File: src/rtl/bist_march_ctrl.sv
// bist_march_ctrl: March C- sequencer driving an SRAM and an 8-bit comparator,
// counting mismatches and capturing the first failing address.
//   clk, rst_n                  clock, async active-low reset
//   start                       run request (accepted in IDLE or DONE)
//   mem_cs/we/addr/wdata        registered SRAM op, mem_rdata one cycle later
//   cmp_a, cmp_b, cmp_eq        comparator operands (read data, expected) and result
//   busy, done, pass            run status
//   fail_count                  saturating mismatch count
//   first_fail_valid/addr       address of the first mismatching read
module bist_march_ctrl #(
  parameter int ADDR_W = 4
) (
  input  logic              clk,
  input  logic              rst_n,
  input  logic              start,
  output logic              mem_cs,
  output logic              mem_we,
  output logic [ADDR_W-1:0] mem_addr,
  output logic [7:0]        mem_wdata,
  input  logic [7:0]        mem_rdata,
  output logic [7:0]        cmp_a,
  output logic [7:0]        cmp_b,
  input  logic              cmp_eq,
  output logic              busy,
  output logic              done,
  output logic              pass,
  output logic [7:0]        fail_count,
  output logic              first_fail_valid,
  output logic [ADDR_W-1:0] first_fail_addr
);
  typedef enum logic [1:0] {IDLE, RUN, DRAIN, DONE} state_t;
  state_t state, state_nx;
  logic [2:0] elem;
  logic ph;
  logic [ADDR_W-1:0] addr;
  logic go, down, last_ph, last_addr, last_op, is_rd, run;
  logic chk_valid;
  logic [ADDR_W-1:0] chk_addr;
  logic cs_nx, we_nx, busy_nx, done_nx;
  logic [ADDR_W-1:0] addr_nx;
  logic [7:0] wdata_nx;
  // The internal state leads the registered pins by one cycle: the counters
  // hold the op that appears on the SRAM pins after the next edge.
  assign run       = state == RUN;
  assign go        = (state == IDLE || state == DONE) && start;
  assign down      = elem >= 3'd3;
  assign last_ph   = (elem == 3'd0 || elem == 3'd5) ? 1'b1 : ph;
  assign last_addr = down ? addr == '0 : addr == '1;
  assign last_op   = elem == 3'd5 && last_addr;
  assign is_rd     = elem != 3'd0 && !ph;
  assign cmp_a     = mem_rdata;
  assign pass      = done && fail_count == 8'd0;
  always_ff @(posedge clk or negedge rst_n)
    if (!rst_n) state <= IDLE;
    else state <= state_nx;
  always_comb begin
    state_nx = state;
    case (state)
      IDLE, DONE: state_nx = start ? RUN : state;
      RUN:        state_nx = last_op ? DRAIN : RUN;
      default:    state_nx = DONE;
    endcase
  end
  // Odd elements write D1 and read D0; even elements the opposite.
  always_comb begin
    cs_nx    = run;
    we_nx    = run && !is_rd;
    addr_nx  = run ? addr : '0;
    wdata_nx = (run && !is_rd && elem[0]) ? 8'hFF : 8'h00;
    busy_nx  = run || state == DRAIN;
    done_nx  = state == DONE && !start;
  end
  always_ff @(posedge clk or negedge rst_n)
    if (!rst_n) begin
      mem_cs    <= 1'b0;
      mem_we    <= 1'b0;
      mem_addr  <= '0;
      mem_wdata <= 8'h00;
      busy      <= 1'b0;
      done      <= 1'b0;
      cmp_b     <= 8'h00;
    end else begin
      mem_cs    <= cs_nx;
      mem_we    <= we_nx;
      mem_addr  <= addr_nx;
      mem_wdata <= wdata_nx;
      busy      <= busy_nx;
      done      <= done_nx;
      if (run && is_rd) cmp_b <= elem[0] ? 8'h00 : 8'hFF;
    end
  // Leaving element e, the next one starts at the top when it walks down (e >= 2).
  always_ff @(posedge clk or negedge rst_n)
    if (!rst_n) begin
      elem <= 3'd0;
      ph   <= 1'b0;
      addr <= '0;
    end else if (go) begin
      elem <= 3'd0;
      ph   <= 1'b0;
      addr <= '0;
    end else if (run) begin
      if (!last_ph) ph <= 1'b1;
      else begin
        ph <= 1'b0;
        if (last_addr) begin
          elem <= elem + 3'd1;
          addr <= elem >= 3'd2 ? '1 : '0;
        end else addr <= down ? addr - ADDR_W'(1) : addr + ADDR_W'(1);
      end
    end
  // The read on the pins is checked one cycle later, when its data returns.
  always_ff @(posedge clk or negedge rst_n)
    if (!rst_n) begin
      chk_valid        <= 1'b0;
      chk_addr         <= '0;
      fail_count       <= 8'd0;
      first_fail_valid <= 1'b0;
      first_fail_addr  <= '0;
    end else begin
      chk_valid <= mem_cs && !mem_we;
      chk_addr  <= mem_addr;
      if (go) begin
        fail_count       <= 8'd0;
        first_fail_valid <= 1'b0;
        first_fail_addr  <= '0;
      end else if (chk_valid && !cmp_eq) begin
        if (fail_count != 8'hFF) fail_count <= fail_count + 8'd1;
        if (!first_fail_valid) begin
          first_fail_valid <= 1'b1;
          first_fail_addr  <= chk_addr;
        end
      end
    end
endmodule
File: config.mk
export PLATFORM = sky130hd
export DESIGN_NAME = bist_march_ctrl
export DESIGN_NICKNAME = d
export VERILOG_FILES = /design/src/rtl/bist_march_ctrl.sv
export SDC_FILE = /design/constraint.sdc
export NUM_CORES = 1
export LEC_CHECK = 0
export ABC_AREA = 1
export BUFFER_PORTS_ARGS = -buffer_cell sky130_fd_sc_hd__buf_2
export CORE_AREA = 2 2 70 72
export CTS_CLUSTER_DIAMETER = 120
export DETAILED_ROUTE_END_ITERATION = 8
export DIE_AREA = 0 0 72 74
export PLACE_DENSITY_LB_ADDON = 0.15
export REMOVE_ABC_BUFFERS = 1
export SLEW_MARGIN = 20
export SYNTH_ARGS = -nofsm -noshare
export SYNTH_HDL_FRONTEND = slang
export SYNTH_SLANG_ARGS = --single-unit
File: constraint.sdc
create_clock -name clk -period 1.7 [get_ports clk]
set_clock_uncertainty 0.05 [all_clocks]
set_input_delay 0.085 -clock clk [delete_from_list [all_inputs] [get_ports clk]]
set_output_delay 0.085 -clock clk [all_outputs]
set_load 0.1 [all_outputs]
==> run summary, run 1 <==
IR analysis of the VDD net gives a maximum drop of 680.8 uV. The power per standard cell area was 1820 mW/mm2. The number of enable flip-flop cells after synthesis works out to 0.

Upper clock frequency limit: 561.8 MHz. Flop and latch count out of synthesis: 38. The H-tree generated during clock tree synthesis spans 2 levels. For the maximum buffer depth of the clock tree, the log shows 2. Setup violations remaining at the end of the flow were counted as 3. Once placement completed, the tool counted placed cells totaling 340. The mean instance size in the synthesized netlist works out to 8.207 um2.

The tools report the data required time at the worst endpoint as 1830 ps. The fraction of registers with async set/reset came out at 100.0%. Effective utilization at floorplan: 45.33%. Summing over every cut layer, the via total after detailed routing is 1706. The core box area was 0.004598 mm2; the vias per cell was 4.806. The run gives 0 as the final antenna-violating net count. The maximum number of pins on one net before global-route repair was 39. For the leftover overflow at the end of global routing, the log shows 0. For the clock insertion delay at the later pin of the skew report, the log shows 290 ps.

Setup repair after global routing could not meet its margin everywhere. The finished cells cover 0.002686 mm2. Number of filler instances in the final layout: 401. The weighted congestion at the end of routability-driven global placement was 0.8074; the post-route fraction of the period consumed by the critical path was 104.7%. The floorplan step defined a die boundary enclosing 0.005328 mm2. The tools report the total negative setup slack as -216.0 ps.

The critical path is of the flop to flop type. Number of non-filler instances in the completed layout: 355. Width of the die: 72 um. The repair_antennas step left the layout with diodes totalling 0.

In this run the static leakage power is 1.475 nW. The first TritonRoute pass finished after 4 iterations. The detailed placement HPWL was 2828 um.

The dominant cell type by count on the critical path is sky130_fd_sc_hd__nand2_1. The signed area change from the synthesized netlist to the final layout came out at 28.87%. The type of origin of the critical path is a flop. Tracing the worst setup path back leads to its startpoint at elem[0].

The minimum period implied by the final worst setup slack was 1780 ps. The top cell types in the final layout, fill and taps aside, are sky130_fd_sc_hd__nand2_1, sky130_fd_sc_hd__buf_2, sky130_fd_sc_hd__dfrtp_1. Tightest slew margin relative to the limit: 67.73%. The number of antenna violations at the first check in global routing is 0, and the post-layout utilization of the core is 58.42%. The number of warnings issued by yosys was 0; the critical path buffer and inverter count was 1. Wires add up to 4009 um. Data arrival time at the worst-slack endpoint: 1910 ps. In this run the critical register-to-register path is launched from elem[0].

The clock-pin slew on the worst setup and hold paths came out at 70 ps. Cells with a size suffix above 1 make up 34.22% of the layout. The cell count after synthesis came out at 254. The logs give 0 for the final hold violation count and 952.2 um2 for the area taken by flip-flops and latches.

The most common library cell in the layout ignoring fill and taps is sky130_fd_sc_hd__nand2_1. The tools report the kind of capture point of the worst setup path as a flop. OpenSTA, run right after detailed placement, puts the worst setup slack at -208.4 ps. The worst-path maximum fanout was 4; the number of violations of the max-capacitance limit was 0.

The flow ran to the end, but the final reports show violations. The floorplan has 25 rows. TritonCTS built the clock tree. The height of the die is 74 um. For the count of boundary I/O pins, the log shows 58. In this run the cell area of the synthesized design comes to 0.002084 mm2. The tools report the count of pins over their slew limit as 0. The min-delay analysis places its worst path in the category primary input to flop. Global routing consumed, over all layers together, 15.91% of the routing resources.

The logs give 82.77 ps for the final hold slack and 1539 for the number of global-route vias before repair. For the number of sinks on the clock net, the log shows 38. The slowest stage of the critical path belongs to the cell sky130_fd_sc_hd__dfrtp_1.

The signal on the critical path passes through ha_2 > ha_4 > nor2_4 > nand2_4 > ha_4 > buf_6 > xor2_1 > nand2_1 > nand2_1 > nand2_1. The number of clock buffers added by TritonCTS is 5. The final reports fail on negative setup slack. In this run the tool buffered the top-level ports with 41 buffer cells.

The worst hold path begins at cmp_eq. The share of the Yosys chip area taken by registers is 45.62%. For the number of DRC markers in iteration 0, the log shows 105. Slack of the critical path: -79.91 ps. In the final layout, the multi-input gates occupy 962.2 um2. Most frequently used flop master after synthesis: sky130_fd_sc_hd__dfrtp_1. The first global-routing pass estimated 6506 um of wire. Dividing the detail-routed wire length by the instance count gives 11.29 um. Synthesis instantiated 25 different standard cells from the library. In the final design database the tool counted 324 nets. Among cell families on the critical path, the largest total delay comes from adder cells.

The transition time at the pin with the least slew margin was 487.5 ps; the placed instance area was 0.002307 mm2. The tree is rooted in a sky130_fd_sc_hd__clkbuf_8. The design draws 4.889 mW.

In this design, the stage delay of the slowest critical-path cell is 380 ps. The number of remaining DRC errors was 0.
Yosys cell counts (4+ instances only):
| cell type | count | area share (%) |
|---|---|---|
| sky130_fd_sc_hd__nand2_1 | 63 | 11 |
| sky130_fd_sc_hd__dfrtp_1 | 38 | 46 |
| sky130_fd_sc_hd__inv_1 | 37 | 6.7 |
| sky130_fd_sc_hd__buf_4 | 23 | 8.3 |
| sky130_fd_sc_hd__nand3_1 | 22 | 5.3 |
| sky130_fd_sc_hd__o21ai_0 | 15 | 3.6 |
| sky130_fd_sc_hd__nor2_1 | 12 | 2.2 |
| sky130_fd_sc_hd__ha_1 | 11 | 6.6 |
| sky130_fd_sc_hd__a21oi_1 | 5 | 1.2 |
| sky130_fd_sc_hd__nand4_1 | 5 | 1.5 |
| sky130_fd_sc_hd__nor3_1 | 4 | 0.96 |
where the power goes:
| group | total (mW) | internal, mW | switching [mW] |
|---|---|---|---|
| clock network | 0.942 | 0.626 | 0.316 |
| registers | 1.31 | 1.14 | 0.173 |
| logic | 2.63 | 0.690 | 1.94 |
| total | 4.89 | 2.46 | 2.43 |
final timing paths:
kind	depth (start not counted)	to	slack (ps)
hold reg to reg	0	chk_addr[1]	320
min in group asynchronous	3	first_fail_addr[2]	320
hold / removal	4	first_fail_valid	80
max in group asynchronous	3	fail_count[5]	930
setup / recovery	10	addr[2]	-80
setup reg to reg	10	addr[2]	-80
layer usage:
layer / up-vias / share of wire [%] / GRT usage, %
li1: 858 / - / -
met1: 787 / 43 / 18.36
met2: 57 / 49 / 26.65
met3: 4 / 6.7 / 5.962
met4: 0 / 0.92 / 7.128
met5: - / 0 / 0
area by class of cell:
class | instances | area share (%)
timing repair buffer | 65 | 15.23
tap | 54 | 2.515
multi-input combinational | 150 | 35.82
clock buffer | 6 | 3.074
clock inverter | 2 | 2.236
inverter | 40 | 5.682
sequential | 38 | 35.44
flip-flops by register name, indices dropped and copies added (netlist names), 2 cells and up:
register and count:
addr 4, chk_addr 4, elem 3, fail_count 8
first_fail_addr 4, mem_addr 4, state 2
worst reg2reg max path: stages, from the launching register on:
cell and delay (ps):
sky130_fd_sc_hd__dfrtp_1 380, sky130_fd_sc_hd__ha_2 200, sky130_fd_sc_hd__ha_4 160, sky130_fd_sc_hd__nor2_4 110, sky130_fd_sc_hd__nand2_4 90, sky130_fd_sc_hd__ha_4 290
sky130_fd_sc_hd__buf_6 90, sky130_fd_sc_hd__xor2_1 150, sky130_fd_sc_hd__nand2_1 60, sky130_fd_sc_hd__nand2_1 60, sky130_fd_sc_hd__nand2_1 50
kinds of logic after synthesis:
family	after synthesis	share of synthesized area (%)
buf+inv	66	16.45
xor+xnor	2	0.8405
compound gates	24	6.242
flops	38	45.62
simple gates	112	23.29
fa+ha+maj	12	7.563
timing repair:
action,CTS,global route
pin swaps,7,11
hold endpoints to repair,39,0
hold buffers,2,0
setup endpoints to repair,21,22
gates resized for setup,15,22
setup buffers,1,4
(Power assumes the default switching activity.)
==> inputs of run 2 (changes only) <==
--- a/config.mk
+++ b/config.mk
@@ -6,13 +6,13 @@
 export NUM_CORES = 1
 export LEC_CHECK = 0
 export ABC_AREA = 1
+export ABC_CLOCK_PERIOD_IN_PS = 1700
 export BUFFER_PORTS_ARGS = -buffer_cell sky130_fd_sc_hd__buf_2
 export CORE_AREA = 2 2 70 72
 export CTS_CLUSTER_DIAMETER = 120
 export DETAILED_ROUTE_END_ITERATION = 8
 export DIE_AREA = 0 0 72 74
 export PLACE_DENSITY_LB_ADDON = 0.15
-export REMOVE_ABC_BUFFERS = 1
 export SLEW_MARGIN = 20
 export SYNTH_ARGS = -nofsm -noshare
 export SYNTH_HDL_FRONTEND = slang
==> run 2 against run 1 <==
The flow still finishes with violations (negative setup slack). Combinational power is 3% lower. Sequential share of layout area is 1.2 points higher. Highest routed layer unchanged. Utilization is 0.71 points lower. Die area stayed put. Wire length is 2.8% higher. First-iteration DRC count is 14% lower. Register-to-register slack hardly changed. Flip-flop and latch count stayed put. Clock power is 17% lower. Worst setup slack better by 8.1 ps.
==> run summary, run 2 (synthesized netlist as in run 1, its figures left out) <==
The run finished, with violations left. Violations in the final reports: negative setup slack (unchanged). The tools report the number of CTS-inserted buffers as 5 (unchanged). The number of sinks on the clock net is 38 (unchanged), and the minimum setup slack among reg-to-reg paths is -70 ps (was -80 ps). The height of the die works out to 74 um (unchanged). The overall power came out at 4.731 mW (was 4.889 mW).

The minimum period implied by the final worst setup slack is 1772 ps (was 1780 ps). The logs give 1920 ps (was 1910 ps) for the data arrival time at the worst-slack endpoint and 6748 um (was 6506 um) for the global-route wire length before repair. The number of remaining DRC errors is 0 (unchanged). For the number of optimization iterations in the first detailed-route pass, the log shows 6 (was 4). The slack of the critical path was -71.79 ps (was -79.91 ps); the weighted congestion at the end of routability-driven global placement was 0.8460 (was 0.8074). The register bank with the most flops is fail_count (unchanged). Count of boundary I/O pins: 58 (unchanged).

The routed wirelength normalized by instance count came out at 11.91 um (was 11.29 um). The logs give 315 (was 324) for the count of nets after finishing and 69.47 ps (was 82.77 ps) for the final hold slack. The tools report the type of origin of the critical path as a flop (unchanged). The number of violations of the max-capacitance limit was 0 (unchanged). End point of the worst hold path: first_fail_valid (unchanged).

The detailed placement HPWL was 2895 um (was 2828 um). The run gives 719.6 uV (was 680.8 uV) as the worst supply voltage drop on vdd. The worst-path maximum fanout was 5 (was 4).

The worst hold-check path type was primary input to flop (unchanged). For the upper clock frequency limit, the log shows 564.4 MHz (was 561.8 MHz). TritonCTS built the clock tree. The post-route fraction of the period consumed by the critical path was 104.2% (was 104.7%); the number of antenna violations at the first check in global routing was 0 (unchanged). Commonest non-fill, non-tap cells in the layout: sky130_fd_sc_hd__nand2_1, sky130_fd_sc_hd__buf_2, sky130_fd_sc_hd__inv_1 (was sky130_fd_sc_hd__nand2_1, sky130_fd_sc_hd__buf_2, sky130_fd_sc_hd__dfrtp_1).

The clock insertion delay at the later pin of the skew report is 300 ps (was 290 ps), and the maximum buffer depth of the clock tree is 2 (unchanged). Number of global-route vias before repair: 1470 (was 1539). The final hold violation count came out at 0 (unchanged). The logs give 0.002654 mm2 (was 0.002686 mm2) for the area of all placed cells without fillers and 39 (unchanged) for the maximum number of pins on one net before global-route repair. The kind of capture point of the worst setup path was a flop (unchanged). The count of H-tree levels built during CTS was 2 (unchanged); the worst hold path stage count was 4 (unchanged). The tools report the CTS root buffer as sky130_fd_sc_hd__clkbuf_8 (unchanged). The tools report the core box area as 0.004598 mm2 (unchanged). The count of port buffers added during placement is 41 (unchanged).

The worst hold path startpoint is cmp_eq (unchanged). The effective utilization at floorplan was 45.33% (unchanged); the number of DRC markers in iteration 0 was 90 (was 105). The endpoint of the lowest-slack register-to-register path is addr[3] (was addr[2]). The static power due to leakage came out at 1.394 nW (was 1.475 nW).

The overall via count from detail_route was 1644 (was 1706). The run gives 1850 ps (was 1830 ps) as the data required time at the worst endpoint. When the netlist entered floorplanning its net count stood at 278. The signed area change from the synthesized netlist to the final layout came out at 27.31% (was 28.87%). The run gives 16.63% (was 15.91%) as the combined global-route utilization of all metal layers. The vias per cell came out at 4.751 (was 4.806). Placed instance area: 0.002385 mm2 (was 0.002307 mm2). Final antenna-violating net count: 0 (unchanged). The proportion of layout cells with a drive suffix above 1 came out at 38.36% (was 34.22%). Width of the die: 72 um (unchanged). The reg-to-reg critical path startpoint is elem[0] (unchanged). The floorplan die area was 0.005328 mm2 (unchanged); the antenna cell count was 0 (unchanged). The depth of the worst register-to-register path is 12 (was 10), and the tightest slew margin relative to the limit is 67.34% (was 67.73%).

The floorplan row count was 25 (unchanged); the clock-pin slew on the worst setup and hold paths was 80 ps (was 70 ps). Setup repair after global routing could not meet its margin everywhere. The most common library cell in the layout ignoring fill and taps is sky130_fd_sc_hd__nand2_1 (unchanged). The count of endpoints failing setup in the final report came out at 1 (was 3). Final wirelength: 4120 um (was 4009 um).

The flip-flop count of the largest register after layout is 8 (unchanged), and the power per standard cell area is 1783 mW/mm2 (was 1820 mW/mm2). The count of pins over their slew limit came out at 0 (unchanged). Category of the critical setup timing path: flop to flop (unchanged).

The run gives 0 (unchanged) as the leftover overflow at the end of global routing. The transition time at the pin with the least slew margin came out at 493.2 ps (was 487.5 ps).
[run 2: cell types whose count changed in the layout (fill, tap and decap cells not counted), sizes merged]
cell,before,now
bufinv,2,1
clkbuf,6,5
buf,63,54
clkinvlp,0,2
[run 2: metal layers]
layer	global-route usage [%]	up-vias	share of wire (%)
met1	21.03	757	45
met3	4.878	6	4.1
met4	6.289	0	1.3
li1	-	848	-
met5	0	-	0
met2	27.26	33	50
[run 2: area by class of cell]
type                    instances  area [um2]
fillers                       389        1944
repair buffers                 56       350.3
multi-input cells             150       992.2
flip-flops and latches         38       972.2
well taps                      54       67.56
clock inverters                 3       45.04
clock buffers                   5       68.82
inverters                      40       157.7
[run 2: worst max-delay path by stage]
stage,start,end,cells after the start
3_3_place_gp,elem[1],addr[3],12
2_1_floorplan,fail_count[5],pass,5
3_5_place_dp,elem[1],addr[3],12
4_1_cts,elem[0],addr[3],12
5_1_grt,elem[0],addr[3],12
6_report,elem[0],addr[3],12
[run 2: where the power goes]
part	switching, mW	internal (mW)
logic	1.90	0.657
clock network	0.343	0.436
registers	0.228	1.16
total	2.48	2.26
[run 2: critical path: stages (launching register included)]
cell                      delay (ps)
sky130_fd_sc_hd__dfrtp_1         390
sky130_fd_sc_hd__ha_2            200
sky130_fd_sc_hd__ha_4            160
sky130_fd_sc_hd__nor2_4          100
sky130_fd_sc_hd__nand2_4          90
sky130_fd_sc_hd__ha_4            290
sky130_fd_sc_hd__nand3_2          70
sky130_fd_sc_hd__nand3_2          80
sky130_fd_sc_hd__inv_1            40
sky130_fd_sc_hd__nand2_1          40
sky130_fd_sc_hd__nand3_1          60
sky130_fd_sc_hd__nand2_1          60
sky130_fd_sc_hd__nand2_1          40
[run 2: what timing repair did]
action,in CTS,in global routing
buffers inserted,2,1
hold buffers,2,0
setup endpoints to repair,20,22
pin swaps,10,5
gates resized for setup,2,27
hold endpoints to repair,39,0
[run 2: metrics by stage]
step	setup WS [ps]	TNS [ps]	util, %	instances
global placement	-77.77	-184.8	51.86	334
global route	-193.6	-464.3	57.71	346
floorplan	-249.9	-372.8	-	254
finish	-71.79	-71.79	57.71	346
CTS	-87.90	-98.00	55.27	346
detailed placement	-120.5	-632.9	51.86	334
